--- config.mk ---
export PLATFORM = sky130hd
export DESIGN_NAME = conv_pool_engine_flat
export DESIGN_NICKNAME = d
export VERILOG_FILES = /design/src/rtl/conv_pool_engine_if.sv /design/src/rtl/conv_pool_engine.sv /design/src/flat_wrapper.sv
export SDC_FILE = /design/constraint.sdc
export NUM_CORES = 1
export LEC_CHECK = 0
export CAP_MARGIN = 20
export CORE_MARGIN = 5
export CORE_UTILIZATION = 30
export CTS_CLUSTER_DIAMETER = 30
export CTS_CLUSTER_SIZE = 12
export DETAILED_ROUTE_END_ITERATION = 8
export GPL_TIMING_DRIVEN = 0
export HOLD_SLACK_MARGIN = 0.02
export PLACE_DENSITY = 0.44
export RECOVER_POWER = 100
export SETUP_SLACK_MARGIN = 0.5
export SLEW_MARGIN = 20
export SYNTH_ARGS = -nofsm -noshare
export SYNTH_HDL_FRONTEND = slang
export SYNTH_SLANG_ARGS = --single-unit
--- constraint.sdc ---
create_clock -name clk -period 11.42 [get_ports clk]
set_input_delay 2.284 -clock clk [delete_from_list [all_inputs] [get_ports clk]]
set_output_delay 2.284 -clock clk [all_outputs]
set_load 0.01 [all_outputs]
--- src/rtl/conv_pool_engine_if.sv ---
// conv_pool_engine_if
// Groups the run/busy handshake and every SRAM port of the conv/pool engine.
//   master : the engine (drives busy, all SRAM addresses/enables/data)
//   slave  : the host/memory side (drives run and SRAM read data)
// Handshake: the host raises dut_run while dut_busy is low; the engine samples it
// only in IDLE, raises dut_busy the next cycle and holds it until the terminator
// matrix has been consumed and the last write issued. dut_run is ignored while busy.
// dbg_state mirrors the engine FSM state encoding for observation only.
interface conv_pool_engine_if #(
    parameter int ADDRW = 12,
    parameter int DATAW = 16
);
    logic             dut_run;
    logic             dut_busy;
    logic [ADDRW-1:0] input_sram_read_address;
    logic [DATAW-1:0] input_sram_read_data;
    logic [ADDRW-1:0] weights_sram_read_address;
    logic [DATAW-1:0] weights_sram_read_data;
    logic             output_sram_write_enable;
    logic [ADDRW-1:0] output_sram_write_addresss;
    logic [DATAW-1:0] output_sram_write_data;
    logic             input_sram_write_enable;
    logic [ADDRW-1:0] input_sram_write_address;
    logic [DATAW-1:0] input_sram_write_data;
    logic             weights_sram_write_enable;
    logic [ADDRW-1:0] weights_sram_write_address;
    logic [DATAW-1:0] weights_sram_write_data;
    logic             scratchpad_sram_write_enable;
    logic [ADDRW-1:0] scratchpad_sram_write_address;
    logic [DATAW-1:0] scratchpad_sram_write_data;
    logic [2:0]       dbg_state;

    modport master (
        input  dut_run, input_sram_read_data, weights_sram_read_data,
        output dut_busy, input_sram_read_address, weights_sram_read_address,
        output output_sram_write_enable, output_sram_write_addresss, output_sram_write_data,
        output input_sram_write_enable, input_sram_write_address, input_sram_write_data,
        output weights_sram_write_enable, weights_sram_write_address, weights_sram_write_data,
        output scratchpad_sram_write_enable, scratchpad_sram_write_address,
        output scratchpad_sram_write_data, dbg_state
    );

    modport slave (
        output dut_run, input_sram_read_data, weights_sram_read_data,
        input  dut_busy, input_sram_read_address, weights_sram_read_address,
        input  output_sram_write_enable, output_sram_write_addresss, output_sram_write_data,
        input  input_sram_write_enable, input_sram_write_address, input_sram_write_data,
        input  weights_sram_write_enable, weights_sram_write_address, weights_sram_write_data,
        input  scratchpad_sram_write_enable, scratchpad_sram_write_address,
        input  scratchpad_sram_write_data, dbg_state
    );
endinterface

--- src/rtl/conv_pool_engine.sv ---
// conv_pool_engine
// Streams square signed matrices from the input SRAM until the 16'h00FF terminator.
// Each matrix is convolved with a KSIZE x KSIZE kernel (loaded once from the
// weights SRAM), 2x2 max-pooled, clamped to 0..127 and written two results per word.
// Ports:
//   clk     : rising-edge clock
//   reset_b : asynchronous active-low reset
//   bus     : conv_pool_engine_if.master (run/busy, SRAM ports, debug state)
// Pipeline: tap address (cycle t) -> read data + MAC (t+1) -> pool result
// registered -> ReLU/pack/write registered. FLUSH waits for this to empty.
module conv_pool_engine #(
    parameter int ADDRW = 12,
    parameter int DATAW = 16,
    parameter int PIXW  = 8,
    parameter int KSIZE = 3,
    parameter int ACCW  = 20,
    parameter int MAXN  = 64
) (
    input logic clk,
    input logic reset_b,
    conv_pool_engine_if.master bus
);
    localparam int CW     = $clog2(MAXN + 1);
    localparam int KK     = KSIZE * KSIZE;
    localparam int NWORDS = (KK + 1) / 2;
    localparam int TW     = $clog2(KK);
    localparam logic [CW-1:0] ONE_C = CW'(1);
    localparam logic [CW-1:0] K_C   = CW'(KSIZE);
    localparam logic [CW-1:0] K_M1  = CW'(KSIZE - 1);
    localparam logic [CW-1:0] NW_M1 = CW'(NWORDS - 1);
    localparam logic signed [ACCW-1:0] RELU_MAX = ACCW'(127);

    typedef enum logic [2:0] {
        S_IDLE, S_WLOAD, S_SIZE_RD, S_SIZE_CHK, S_CONV, S_FLUSH, S_DONE
    } state_t;

    state_t            r_state;
    logic              r_busy;
    logic [ADDRW-1:0]  r_base;
    logic [CW-1:0]     r_widx, r_wc_idx;
    logic              r_wc_v;
    logic [CW-1:0]     r_n, r_p, r_kr, r_kc, r_pr, r_pc;
    logic [1:0]        r_q, r_fl;
    logic              r_p1_v, r_p1_first, r_p1_last, r_p1_hi;
    logic [1:0]        r_p1_q;
    logic [TW-1:0]     r_p1_tap;
    logic signed [PIXW-1:0] r_w [KK];
    logic signed [ACCW-1:0] r_acc, r_max, r_pool;
    logic              r_pool_v, r_half, r_we;
    logic [PIXW-1:0]   r_hi;
    logic [ADDRW-1:0]  r_waddr, r_oaddr;
    logic [DATAW-1:0]  r_wdata;

    logic [CW-1:0]     w_row, w_col, w_n_new, w_p_new;
    logic [2*CW-1:0]   w_lin, w_nsq;
    logic [ADDRW-1:0]  w_pix_addr, w_next_base;
    logic [TW-1:0]     w_tap;
    logic              w_first_tap, w_last_tap, w_term, w_start, w_pad;
    logic signed [PIXW-1:0]   w_pix, w_wt;
    logic signed [2*PIXW-1:0] w_prod;
    logic signed [ACCW-1:0]   w_prod_ext, w_acc_next, w_max_next;
    logic [PIXW-1:0]   w_relu;

    // Pixel coordinate of the tap currently being addressed.
    assign w_row       = (r_pr << 1) + {{(CW-1){1'b0}}, r_q[1]} + r_kr;
    assign w_col       = (r_pc << 1) + {{(CW-1){1'b0}}, r_q[0]} + r_kc;
    assign w_lin       = {{CW{1'b0}}, w_row} * {{CW{1'b0}}, r_n} + {{CW{1'b0}}, w_col};
    assign w_pix_addr  = r_base + ADDRW'(1) + ADDRW'(w_lin >> 1);
    assign w_nsq       = {{CW{1'b0}}, r_n} * {{CW{1'b0}}, r_n};
    assign w_next_base = r_base + ADDRW'(1) + ADDRW'(w_nsq >> 1);
    assign w_tap       = TW'(r_kr * K_C + r_kc);
    assign w_first_tap = (r_kr == '0) && (r_kc == '0);
    assign w_last_tap  = (r_kr == K_M1) && (r_kc == K_M1);

    assign w_term  = (bus.input_sram_read_data == DATAW'(16'h00FF));
    assign w_n_new = bus.input_sram_read_data[CW-1:0];
    // Conv edge is N-K+1; an odd last conv row/column is dropped by the >>1.
    assign w_p_new = (w_n_new >= K_C + ONE_C) ? ((w_n_new - K_M1) >> 1) : '0;
    assign w_start = (r_state == S_IDLE) && bus.dut_run;
    assign w_pad   = (r_state == S_FLUSH) && (r_fl == 2'd2) && r_half;

    assign w_pix      = r_p1_hi ? bus.input_sram_read_data[2*PIXW-1:PIXW]
                                : bus.input_sram_read_data[PIXW-1:0];
    assign w_wt       = r_w[r_p1_tap];
    assign w_prod     = w_pix * w_wt;
    assign w_prod_ext = {{(ACCW-2*PIXW){w_prod[2*PIXW-1]}}, w_prod};
    assign w_acc_next = r_p1_first ? w_prod_ext : r_acc + w_prod_ext;
    assign w_max_next = (r_p1_q == 2'd0 || w_acc_next > r_max) ? w_acc_next : r_max;
    assign w_relu     = r_pool[ACCW-1] ? '0 :
                        (r_pool > RELU_MAX) ? {1'b0, {(PIXW-1){1'b1}}} :
                        {1'b0, r_pool[PIXW-2:0]};

    assign bus.dut_busy                   = r_busy;
    assign bus.input_sram_read_address    = (r_state == S_SIZE_RD) ? r_base :
                                            (r_state == S_CONV) ? w_pix_addr : '0;
    assign bus.weights_sram_read_address  = (r_state == S_WLOAD) ? ADDRW'(r_widx) : '0;
    assign bus.output_sram_write_enable   = r_we;
    assign bus.output_sram_write_addresss = r_waddr;
    assign bus.output_sram_write_data     = r_wdata;
    assign bus.input_sram_write_enable       = 1'b0;
    assign bus.input_sram_write_address      = '0;
    assign bus.input_sram_write_data         = '0;
    assign bus.weights_sram_write_enable     = 1'b0;
    assign bus.weights_sram_write_address    = '0;
    assign bus.weights_sram_write_data       = '0;
    assign bus.scratchpad_sram_write_enable  = 1'b0;
    assign bus.scratchpad_sram_write_address = '0;
    assign bus.scratchpad_sram_write_data    = '0;
    assign bus.dbg_state                     = r_state;

    // Sequencer: state, loop counters and the tap-tag pipeline register.
    always_ff @(posedge clk or negedge reset_b) begin
        if (!reset_b) begin
            r_state <= S_IDLE;  r_busy <= 1'b0;   r_base <= '0;
            r_widx <= '0;       r_wc_idx <= '0;   r_wc_v <= 1'b0;
            r_n <= '0;  r_p <= '0;  r_kr <= '0;  r_kc <= '0;  r_pr <= '0;  r_pc <= '0;
            r_q <= '0;  r_fl <= '0;
            r_p1_v <= 1'b0;  r_p1_first <= 1'b0;  r_p1_last <= 1'b0;  r_p1_hi <= 1'b0;
            r_p1_q <= '0;    r_p1_tap <= '0;
        end else begin
            r_wc_v <= 1'b0;
            r_p1_v <= 1'b0;
            case (r_state)
                S_IDLE: begin
                    r_busy <= 1'b0;
                    if (bus.dut_run) begin
                        r_state <= S_WLOAD;
                        r_busy  <= 1'b1;
                        r_base  <= '0;
                        r_widx  <= '0;
                    end
                end
                S_WLOAD: begin
                    r_wc_v   <= 1'b1;
                    r_wc_idx <= r_widx;
                    r_widx   <= r_widx + ONE_C;
                    if (r_widx == NW_M1) r_state <= S_SIZE_RD;
                end
                S_SIZE_RD: r_state <= S_SIZE_CHK;
                S_SIZE_CHK: begin
                    if (w_term) begin
                        r_state <= S_DONE;
                    end else begin
                        r_n  <= w_n_new;  r_p  <= w_p_new;
                        r_kr <= '0;  r_kc <= '0;  r_pr <= '0;  r_pc <= '0;
                        r_q  <= '0;  r_fl <= '0;
                        r_state <= (w_p_new == '0) ? S_FLUSH : S_CONV;
                    end
                end
                S_CONV: begin
                    r_p1_v     <= 1'b1;
                    r_p1_first <= w_first_tap;
                    r_p1_last  <= w_last_tap;
                    r_p1_q     <= r_q;
                    r_p1_hi    <= ~w_col[0];
                    r_p1_tap   <= w_tap;
                    if (r_kc != K_M1) begin
                        r_kc <= r_kc + ONE_C;
                    end else begin
                        r_kc <= '0;
                        if (r_kr != K_M1) begin
                            r_kr <= r_kr + ONE_C;
                        end else begin
                            r_kr <= '0;
                            r_q  <= r_q + 2'd1;
                            if (r_q == 2'd3) begin
                                if (r_pc != r_p - ONE_C) begin
                                    r_pc <= r_pc + ONE_C;
                                end else begin
                                    r_pc <= '0;
                                    if (r_pr != r_p - ONE_C) begin
                                        r_pr <= r_pr + ONE_C;
                                    end else begin
                                        r_pr    <= '0;
                                        r_fl    <= '0;
                                        r_state <= S_FLUSH;
                                    end
                                end
                            end
                        end
                    end
                end
                S_FLUSH: begin
                    // fl==2: MAC and pool stages are empty, pair buffer is final.
                    r_fl <= r_fl + 2'd1;
                    if (r_fl == 2'd2) begin
                        r_base  <= w_next_base;
                        r_state <= S_SIZE_RD;
                    end
                end
                S_DONE: begin
                    r_busy  <= 1'b0;
                    r_state <= S_IDLE;
                end
                default: r_state <= S_IDLE;
            endcase
        end
    end

    // Datapath: weight capture, MAC, pooling, ReLU, pair packing and write-back.
    always_ff @(posedge clk or negedge reset_b) begin
        if (!reset_b) begin
            for (int i = 0; i < KK; i++) r_w[i] <= '0;
            r_acc <= '0;  r_max <= '0;  r_pool <= '0;  r_pool_v <= 1'b0;
            r_half <= 1'b0;  r_hi <= '0;  r_we <= 1'b0;
            r_waddr <= '0;  r_wdata <= '0;  r_oaddr <= '0;
        end else begin
            r_we     <= 1'b0;
            r_pool_v <= 1'b0;
            if (r_wc_v) begin
                for (int t = 0; t < KK; t++) begin
                    if ((t / 2) == int'(r_wc_idx))
                        r_w[t] <= (t % 2 == 0) ? bus.weights_sram_read_data[2*PIXW-1:PIXW]
                                               : bus.weights_sram_read_data[PIXW-1:0];
                end
            end
            if (w_start) begin
                r_oaddr <= '0;
                r_half  <= 1'b0;
            end
            if (r_p1_v) begin
                r_acc <= w_acc_next;
                if (r_p1_last) begin
                    r_max <= w_max_next;
                    if (r_p1_q == 2'd3) begin
                        r_pool   <= w_max_next;
                        r_pool_v <= 1'b1;
                    end
                end
            end
            if (r_pool_v) begin
                if (!r_half) begin
                    r_hi   <= w_relu;
                    r_half <= 1'b1;
                end else begin
                    r_we    <= 1'b1;
                    r_waddr <= r_oaddr;
                    r_wdata <= DATAW'({r_hi, w_relu});
                    r_oaddr <= r_oaddr + ADDRW'(1);
                    r_half  <= 1'b0;
                end
            end else if (w_pad) begin
                r_we    <= 1'b1;
                r_waddr <= r_oaddr;
                r_wdata <= DATAW'({r_hi, {PIXW{1'b0}}});
                r_oaddr <= r_oaddr + ADDRW'(1);
                r_half  <= 1'b0;
            end
        end
    end
endmodule

--- src/flat_wrapper.sv ---
// flat-port wrapper written by rule: the top's interface ports become plain ports
module conv_pool_engine_flat 
#(
    parameter int ADDRW = 12,
    parameter int DATAW = 16,
    parameter int PIXW  = 8,
    parameter int KSIZE = 3,
    parameter int ACCW  = 20,
    parameter int MAXN  = 64
)
  (clk, reset_b, bus_dut_run, bus_input_sram_read_data, bus_weights_sram_read_data, bus_dut_busy, bus_input_sram_read_address, bus_weights_sram_read_address, bus_output_sram_write_enable, bus_output_sram_write_addresss, bus_output_sram_write_data, bus_input_sram_write_enable, bus_input_sram_write_address, bus_input_sram_write_data, bus_weights_sram_write_enable, bus_weights_sram_write_address, bus_weights_sram_write_data, bus_scratchpad_sram_write_enable, bus_scratchpad_sram_write_address, bus_scratchpad_sram_write_data, bus_dbg_state);
  conv_pool_engine_if #(.ADDRW(ADDRW), .DATAW(DATAW)) bus_i ();
  input logic clk;
  input logic reset_b;
  input wire logic [$bits(bus_i.dut_run)-1:0] bus_dut_run;
  input wire logic [$bits(bus_i.input_sram_read_data)-1:0] bus_input_sram_read_data;
  input wire logic [$bits(bus_i.weights_sram_read_data)-1:0] bus_weights_sram_read_data;
  output wire logic [$bits(bus_i.dut_busy)-1:0] bus_dut_busy;
  output wire logic [$bits(bus_i.input_sram_read_address)-1:0] bus_input_sram_read_address;
  output wire logic [$bits(bus_i.weights_sram_read_address)-1:0] bus_weights_sram_read_address;
  output wire logic [$bits(bus_i.output_sram_write_enable)-1:0] bus_output_sram_write_enable;
  output wire logic [$bits(bus_i.output_sram_write_addresss)-1:0] bus_output_sram_write_addresss;
  output wire logic [$bits(bus_i.output_sram_write_data)-1:0] bus_output_sram_write_data;
  output wire logic [$bits(bus_i.input_sram_write_enable)-1:0] bus_input_sram_write_enable;
  output wire logic [$bits(bus_i.input_sram_write_address)-1:0] bus_input_sram_write_address;
  output wire logic [$bits(bus_i.input_sram_write_data)-1:0] bus_input_sram_write_data;
  output wire logic [$bits(bus_i.weights_sram_write_enable)-1:0] bus_weights_sram_write_enable;
  output wire logic [$bits(bus_i.weights_sram_write_address)-1:0] bus_weights_sram_write_address;
  output wire logic [$bits(bus_i.weights_sram_write_data)-1:0] bus_weights_sram_write_data;
  output wire logic [$bits(bus_i.scratchpad_sram_write_enable)-1:0] bus_scratchpad_sram_write_enable;
  output wire logic [$bits(bus_i.scratchpad_sram_write_address)-1:0] bus_scratchpad_sram_write_address;
  output wire logic [$bits(bus_i.scratchpad_sram_write_data)-1:0] bus_scratchpad_sram_write_data;
  output wire logic [$bits(bus_i.dbg_state)-1:0] bus_dbg_state;
  assign bus_i.dut_run = bus_dut_run;
  assign bus_i.input_sram_read_data = bus_input_sram_read_data;
  assign bus_i.weights_sram_read_data = bus_weights_sram_read_data;
  assign bus_dut_busy = bus_i.dut_busy;
  assign bus_input_sram_read_address = bus_i.input_sram_read_address;
  assign bus_weights_sram_read_address = bus_i.weights_sram_read_address;
  assign bus_output_sram_write_enable = bus_i.output_sram_write_enable;
  assign bus_output_sram_write_addresss = bus_i.output_sram_write_addresss;
  assign bus_output_sram_write_data = bus_i.output_sram_write_data;
  assign bus_input_sram_write_enable = bus_i.input_sram_write_enable;
  assign bus_input_sram_write_address = bus_i.input_sram_write_address;
  assign bus_input_sram_write_data = bus_i.input_sram_write_data;
  assign bus_weights_sram_write_enable = bus_i.weights_sram_write_enable;
  assign bus_weights_sram_write_address = bus_i.weights_sram_write_address;
  assign bus_weights_sram_write_data = bus_i.weights_sram_write_data;
  assign bus_scratchpad_sram_write_enable = bus_i.scratchpad_sram_write_enable;
  assign bus_scratchpad_sram_write_address = bus_i.scratchpad_sram_write_address;
  assign bus_scratchpad_sram_write_data = bus_i.scratchpad_sram_write_data;
  assign bus_dbg_state = bus_i.dbg_state;
  conv_pool_engine #(.ADDRW(ADDRW), .DATAW(DATAW), .PIXW(PIXW), .KSIZE(KSIZE), .ACCW(ACCW), .MAXN(MAXN)) u_core (.clk(clk), .reset_b(reset_b), .bus(bus_i));
endmodule
---- Yosys cells after proc, flatten, opt, wreduce, memory -nomap -nowiden ----
Index checks and enable logic that the tools add are counted.
cells by class
  add/sub/neg operators ................... 20
  multipliers ............................. 4
  magnitude comparators ................... 4
  equal/unequal tests ..................... 31
  muxes and demuxes ....................... 79
  bitwise operators ....................... 4
  reductions and logical operators ........ 38
operator list
  operator                                                                          count
  12-bit two-way mux                                                                11
  7-bit two-way mux                                                                 16
  7-bit case mux with 2 select lines                                                5
  16-bit two-way mux                                                                3
  20-bit two-way mux                                                                2
  7-bit by 1-bit adder with 7-bit output, second input constant                     5
  8-bit binary-select mux with 4-bit select                                         1
  8-bit two-way mux                                                                 4
  7-bit zero test                                                                   4
  3-bit two-way mux                                                                 9
  7-bit by 7-bit multiplier with 13-bit output                                      2
  12-bit by 1-bit adder with 12-bit output, second input constant                   2
  12-bit adder                                                                      2
  12-bit case mux with 2 select lines                                               1
  2-bit AND reduction                                                               11
  20-bit by 16-bit adder with 20-bit output                                         1
  20-bit greater-than comparator                                                    1
  20-bit by 8-bit greater-than comparator with 1-bit output, second input constant  1
  2-bit inequality test, second input constant                                      10
  3-bit case mux with 6 select lines                                                1
  16-bit by 8-bit equality test with 1-bit output, second input constant            1
  8-bit by 8-bit multiplier with 16-bit output                                      1
  2-bit two-way mux                                                                 8
  7-bit by 1-bit adder with 7-bit output                                            2
  other kinds (39)                                                                  76
storage, ports and cells
  register bits after elaboration ......... 270
  input port bits ......................... 35
  output and inout port bits .............. 144
  logic and storage cells ................. 219

---- Depth between registers and ports, before layout ----
  word-level depth ........................ 10
  mapped depth ............................ 42
  depth with buffers taken out ............ 39

---- Least setup slack after synthesis ----
Ideal clock, no wire load.
  kind .................................... input port to flip-flop
  from .................................... in bus_input_sram_read_data[3]
  to ...................................... reg u_core.r_max[17]
  library setup time ...................... 125 ps
  arrival time ............................ 10001 ps
  required time ........................... 11295 ps
  slack ................................... 1294 ps
  cell stages on the path ................. 35
  path buffers ............................ 2
  cell sequence ........................... clkbuf_1 -> mux2i_1 -> nor2_1 -> fa_1 -> inv_1 -> fa_1 -> inv_1 -> fa_1 -> inv_1 -> fa_1 -> inv_1 -> ha_1 -> inv_1 -> o21ai_0 -> a2111oi_0 -> o31ai_1 -> xor2_1 -> ha_1 -> nand2_1 -> o21ai_0 -> a2111oi_4 -> o41ai_2 -> mux2i_1 -> xnor2_1 -> ha_1 -> nand3_1 -> nor3_1 -> nand2_1 -> o21ai_0 -> a211oi_1 -> mux2i_1 -> o22ai_2 -> and3_1 -> buf_4 -> mux2_2
between the ends
  longest elaborated chain between the ends .. 7
RTL lines
  item                                            RTL line                 RTL
  start: declaration                              flat_wrapper.sv:16       input wire logic [$bits(bus_i.input_sram_read_data)-1:0] bus_input_sram_read_data;
  8-bit two-way mux *                             conv_pool_engine.sv:82   assign w_pix = r_p1_hi ? bus.input_sram_read_data[2*PIXW-1:PIXW]
  8-bit by 8-bit multiplier with 16-bit output *  conv_pool_engine.sv:85   assign w_prod = w_pix * w_wt;
  20-bit by 16-bit adder with 20-bit output       conv_pool_engine.sv:87   assign w_acc_next = r_p1_first ? w_prod_ext : r_acc + w_prod_ext;
  20-bit two-way mux *                            conv_pool_engine.sv:87
  named net u_core.w_acc_next[19]                 conv_pool_engine.sv:61   logic signed [ACCW-1:0] w_prod_ext, w_acc_next, w_max_next;
  20-bit greater-than comparator *                conv_pool_engine.sv:88   assign w_max_next = (r_p1_q == 2'd0 || w_acc_next > r_max) ? w_acc_next : r_max;
  1-bit logical OR *                              conv_pool_engine.sv:88
  20-bit two-way mux *                            conv_pool_engine.sv:88
  end signal: assignment                          conv_pool_engine.sv:224  r_max <= w_max_next;
  end: declaration                                conv_pool_engine.sv:48   logic signed [ACCW-1:0] r_acc, r_max, r_pool;
The timed path passes the listed nets; every way through them passes the cells marked *.
A chain may end at the register's enable or synchronous reset.

---- Worst setup path in the final report ----
  from .................................... in bus_input_sram_read_data[9]
  to ...................................... reg u_core.r_max[13]
Same word-level chain as after synthesis.

==> flow_summary.toml <==
[status]
status = "complete, but fails checks"
violations = "capacitance limit, slew limit"

[synth]
netlist_top_cells_area = "dfrtp_1 (31%), ha_1 (10%), fa_1 (10%)"
synth_cell_types = 83
syn_avg_cell_area_um2 = 9.55
async_flop_share_pct = 100
synth_top_area_share_pct = 31.4
synth_seq_cells = 266
ys_seq_area_share_pct = 31.4
yosys_warnings = 0
synth_top_area_cell = "dfrtp_1"
netlist_area_um2 = 21200
synth-edff-count = 0
ys.flop_type = "dfrtp_1"
synthCells = 2222

[critical_path]
cp.arrival_ps = 11020
worstSetupPathType = "input port to register"
worstRegToRegCells = 37
crit_slowest_cell = "dlygate4sd3_1"
cp.depth = 34
r2r-start = "u_core.r_p1_tap[0]$_DFFE_PN0P_"
cp-end-kind = "register"
critPathLaunch = "bus_input_sram_read_data[9]"
crit_family = "adder cells"
path_buf_inv = 6
cp.required_ps = 11870
slowest_delay_ps = 610
path_max_fanout = 10
worstSetupStartpointType = "input port"

[route]
drt_iter0_markers = 756
drt_wl_total_mm = 56.9
detail_route.first_pass.iterations = 8
wire_per_inst_um = 16.3
drcViolationCount = 0
ant_nets = 0
vias_per_cell = 4.68
via_count = 16400

[sta]
rsz0062_at_grt = "no"
finalSetupViolCount = 0
fin_skew_ps = 44.9
fin_crit_sh_pct = 92.6
max_freq_ghz = 0.0945
relSlewSlack_pct = -243
slew_viol_final = 187
finalHoldViolCount = 0
tightest_slew_ps = 5150
finalCriticalPeriod_ps = 10580

[clocking]
clockBufferDepth = 3
cts_tree = "done"
path_clk_slew_ps = 40
clk_latency_ps = 610
cts.sinks = 266
cts_max_level = 3
root_buffer = "clkbuf_16"
numCtsBuffers = 83

[final_layout]
finalNetCount = 2810
layout.cells.non_filler = 3494
seq_area_um2 = 6660
n_antenna_cell = 0
multi_input_area_um2 = 13300
syn2layout_area_growth_pct = 26.2
nFillCells = 7092
final_util_pct = 38.2
drive_gt1_share_pct = 16.4

[floorplanning]
fp-row-count = 97
die_area_um2 = 76200
coreArea_um2 = 70100
num_io_pins = 179
die_y_um = 276
die_width_um = 276
initial_core_util_pct = 30.3

[grt]
grt_pass1_wl_mm = 91.3
grtUsageTotal_pct = 15.0
grt_pass1_vias = 16900
grt_max_degree = 96
antenna_found_initial = 2
grt_overflow_total = 0

[placed_design]
dp_hpwl_mm = 43.4
io_buffers = 82
dpl.cell_count = 3340
place.gp.congestion = 0.810

[job]
maxCapViolCount = 3

[worst_hold_path]
min_from = "u_core.bus.output_sram_write_addresss[5]$_DFFE_PN0P_"
hold_depth = 2
hold_class = "register to register"
cells in the mapped netlist (49+ instances only):
cell,count
xnor2_1,91
fa_1,107
o21ai_0,155
buf_4,98
ha_1,177
nor2_1,138
nand2_1,261
inv_1,210
dfrtp_1,266
and2_1,49
mux2_2,100
a21oi_1,72
cell usage in the layout (no fill, tap or decap), types with 46 or more instances in the layout:
cell,Yosys,layout
and2_1,49,46
xnor2_1,91,90
mux2_2,100,98
conb_1,1,94
nor2_1,138,140
a21oi_1,72,66
ha_1,177,174
clkbuf_1,45,66
fa_1,107,106
dlygate4sd3_1,0,56
inv_1,210,210
o21ai_0,155,162
buf_4,98,100
dfrtp_1,266,266
clkbuf_16,0,84
nand2_1,261,262
path summary, 6_finish.rpt:
check | endpoint | slack, ps
max | u_core.r_max[13]$_DFFE_PN0P_ | 840
min | u_core.bus.output_sram_write_addresss[5]$_DFFE_PN0P_ | 470
max reg2reg | u_core.r_max[13]$_DFFE_PN0P_ | 1190
min reg2reg | u_core.bus.output_sram_write_addresss[5]$_DFFE_PN0P_ | 470
max in group asynchronous | u_core.r_w[23]$_DFFE_PN0P_ | 3940
min in group asynchronous | u_core.r_pool[12]$_DFFE_PN0P_ | 1930
sequential cells by signal, indices dropped and copies added (netlist names), 3 cells and up:
register / flops
u_core.r_w: 72
u_core.r_acc: 20
u_core.r_max: 20
u_core.r_pool: 20
u_core.bus.output_sram_write_data: 14
u_core.bus.output_sram_write_addresss: 12
u_core.r_base: 12
u_core.r_oaddr: 12
u_core.r_hi: 7
u_core.r_kc: 7
u_core.r_kr: 7
u_core.r_n: 7
u_core.r_pc: 7
u_core.r_pr: 7
u_core.r_wc_idx: 7
u_core.r_widx: 7
u_core.r_p: 6
u_core.r_p1_tap: 4
u_core.bus.dbg_state: 3
routing by layer:
layer | vias to the layer above | part of all wire, % | wire length [µm] | global-route usage, %
met5 | - | 0 | 0 | 0
met1 | 8119 | 47 | 26700 | 20.5
met4 | 0 | 2.5 | 1400 | 4.63
met2 | 268 | 47 | 26600 | 24.4
met3 | 91 | 3.8 | 2140 | 2.49
li1 | 7872 | - | - | -
cells by family after synthesis:
group | share of synthesized area, %
AO/OA/AOI/OAI | 10.7
adder cells (fa/ha/maj) | 20.5
other | 0.0177
AND/OR/NAND/NOR | 14.3
multiplexers | 9.56
XOR/XNOR | 5.28
buffers and inverters | 8.27
flip-flops | 31.4
worst reg2reg max path: cells and delay by family, from the launching register on:
kind                     cells  cell delay [ps]
AO/OA/AOI/OAI                8             2040
XOR/XNOR                     2              400
adder cells (fa/ha/maj)      7             3300
buffers and inverters        7             1230
flip-flops                   1              310
multiplexers                 5             1620
AND/OR/NAND/NOR              8             1170
metrics by stage:
stage	TNS [ps]	worst slack (ps)	instance area [µm²]	hold WS [ps]
final	0	841	26800	470
after global routing	0	291	26800	476
after CTS	0	560	26800	475
after detailed placement	-25120	-735	23700	461
after global placement	-1177300	-4340	23600	459
after floorplan	0	1290	21600	439
what timing repair did:
item,4_1_cts,5_1_grt
pin swaps,0,3
hold buffers,0,0
endpoints found under the hold margin,0,0
endpoints found under the setup margin,40,42
setup buffers,2,4
resized for setup,22,25
layout make-up:
type | count | share of cell area (%)
Multi-Input combinational cell | 1682 | 49.8
Buffer | 155 | 3.57
Clock inverter | 45 | 2.58
Tap cell | 940 | 4.39
Sequential cell | 266 | 24.9
Timing Repair Buffer | 91 | 3.47
Clock buffer | 103 | 8.38
Inverter | 212 | 2.97
Power is not shown: default switching activity piles up to over one toggle a cycle in this logic, so the estimate is an artifact.
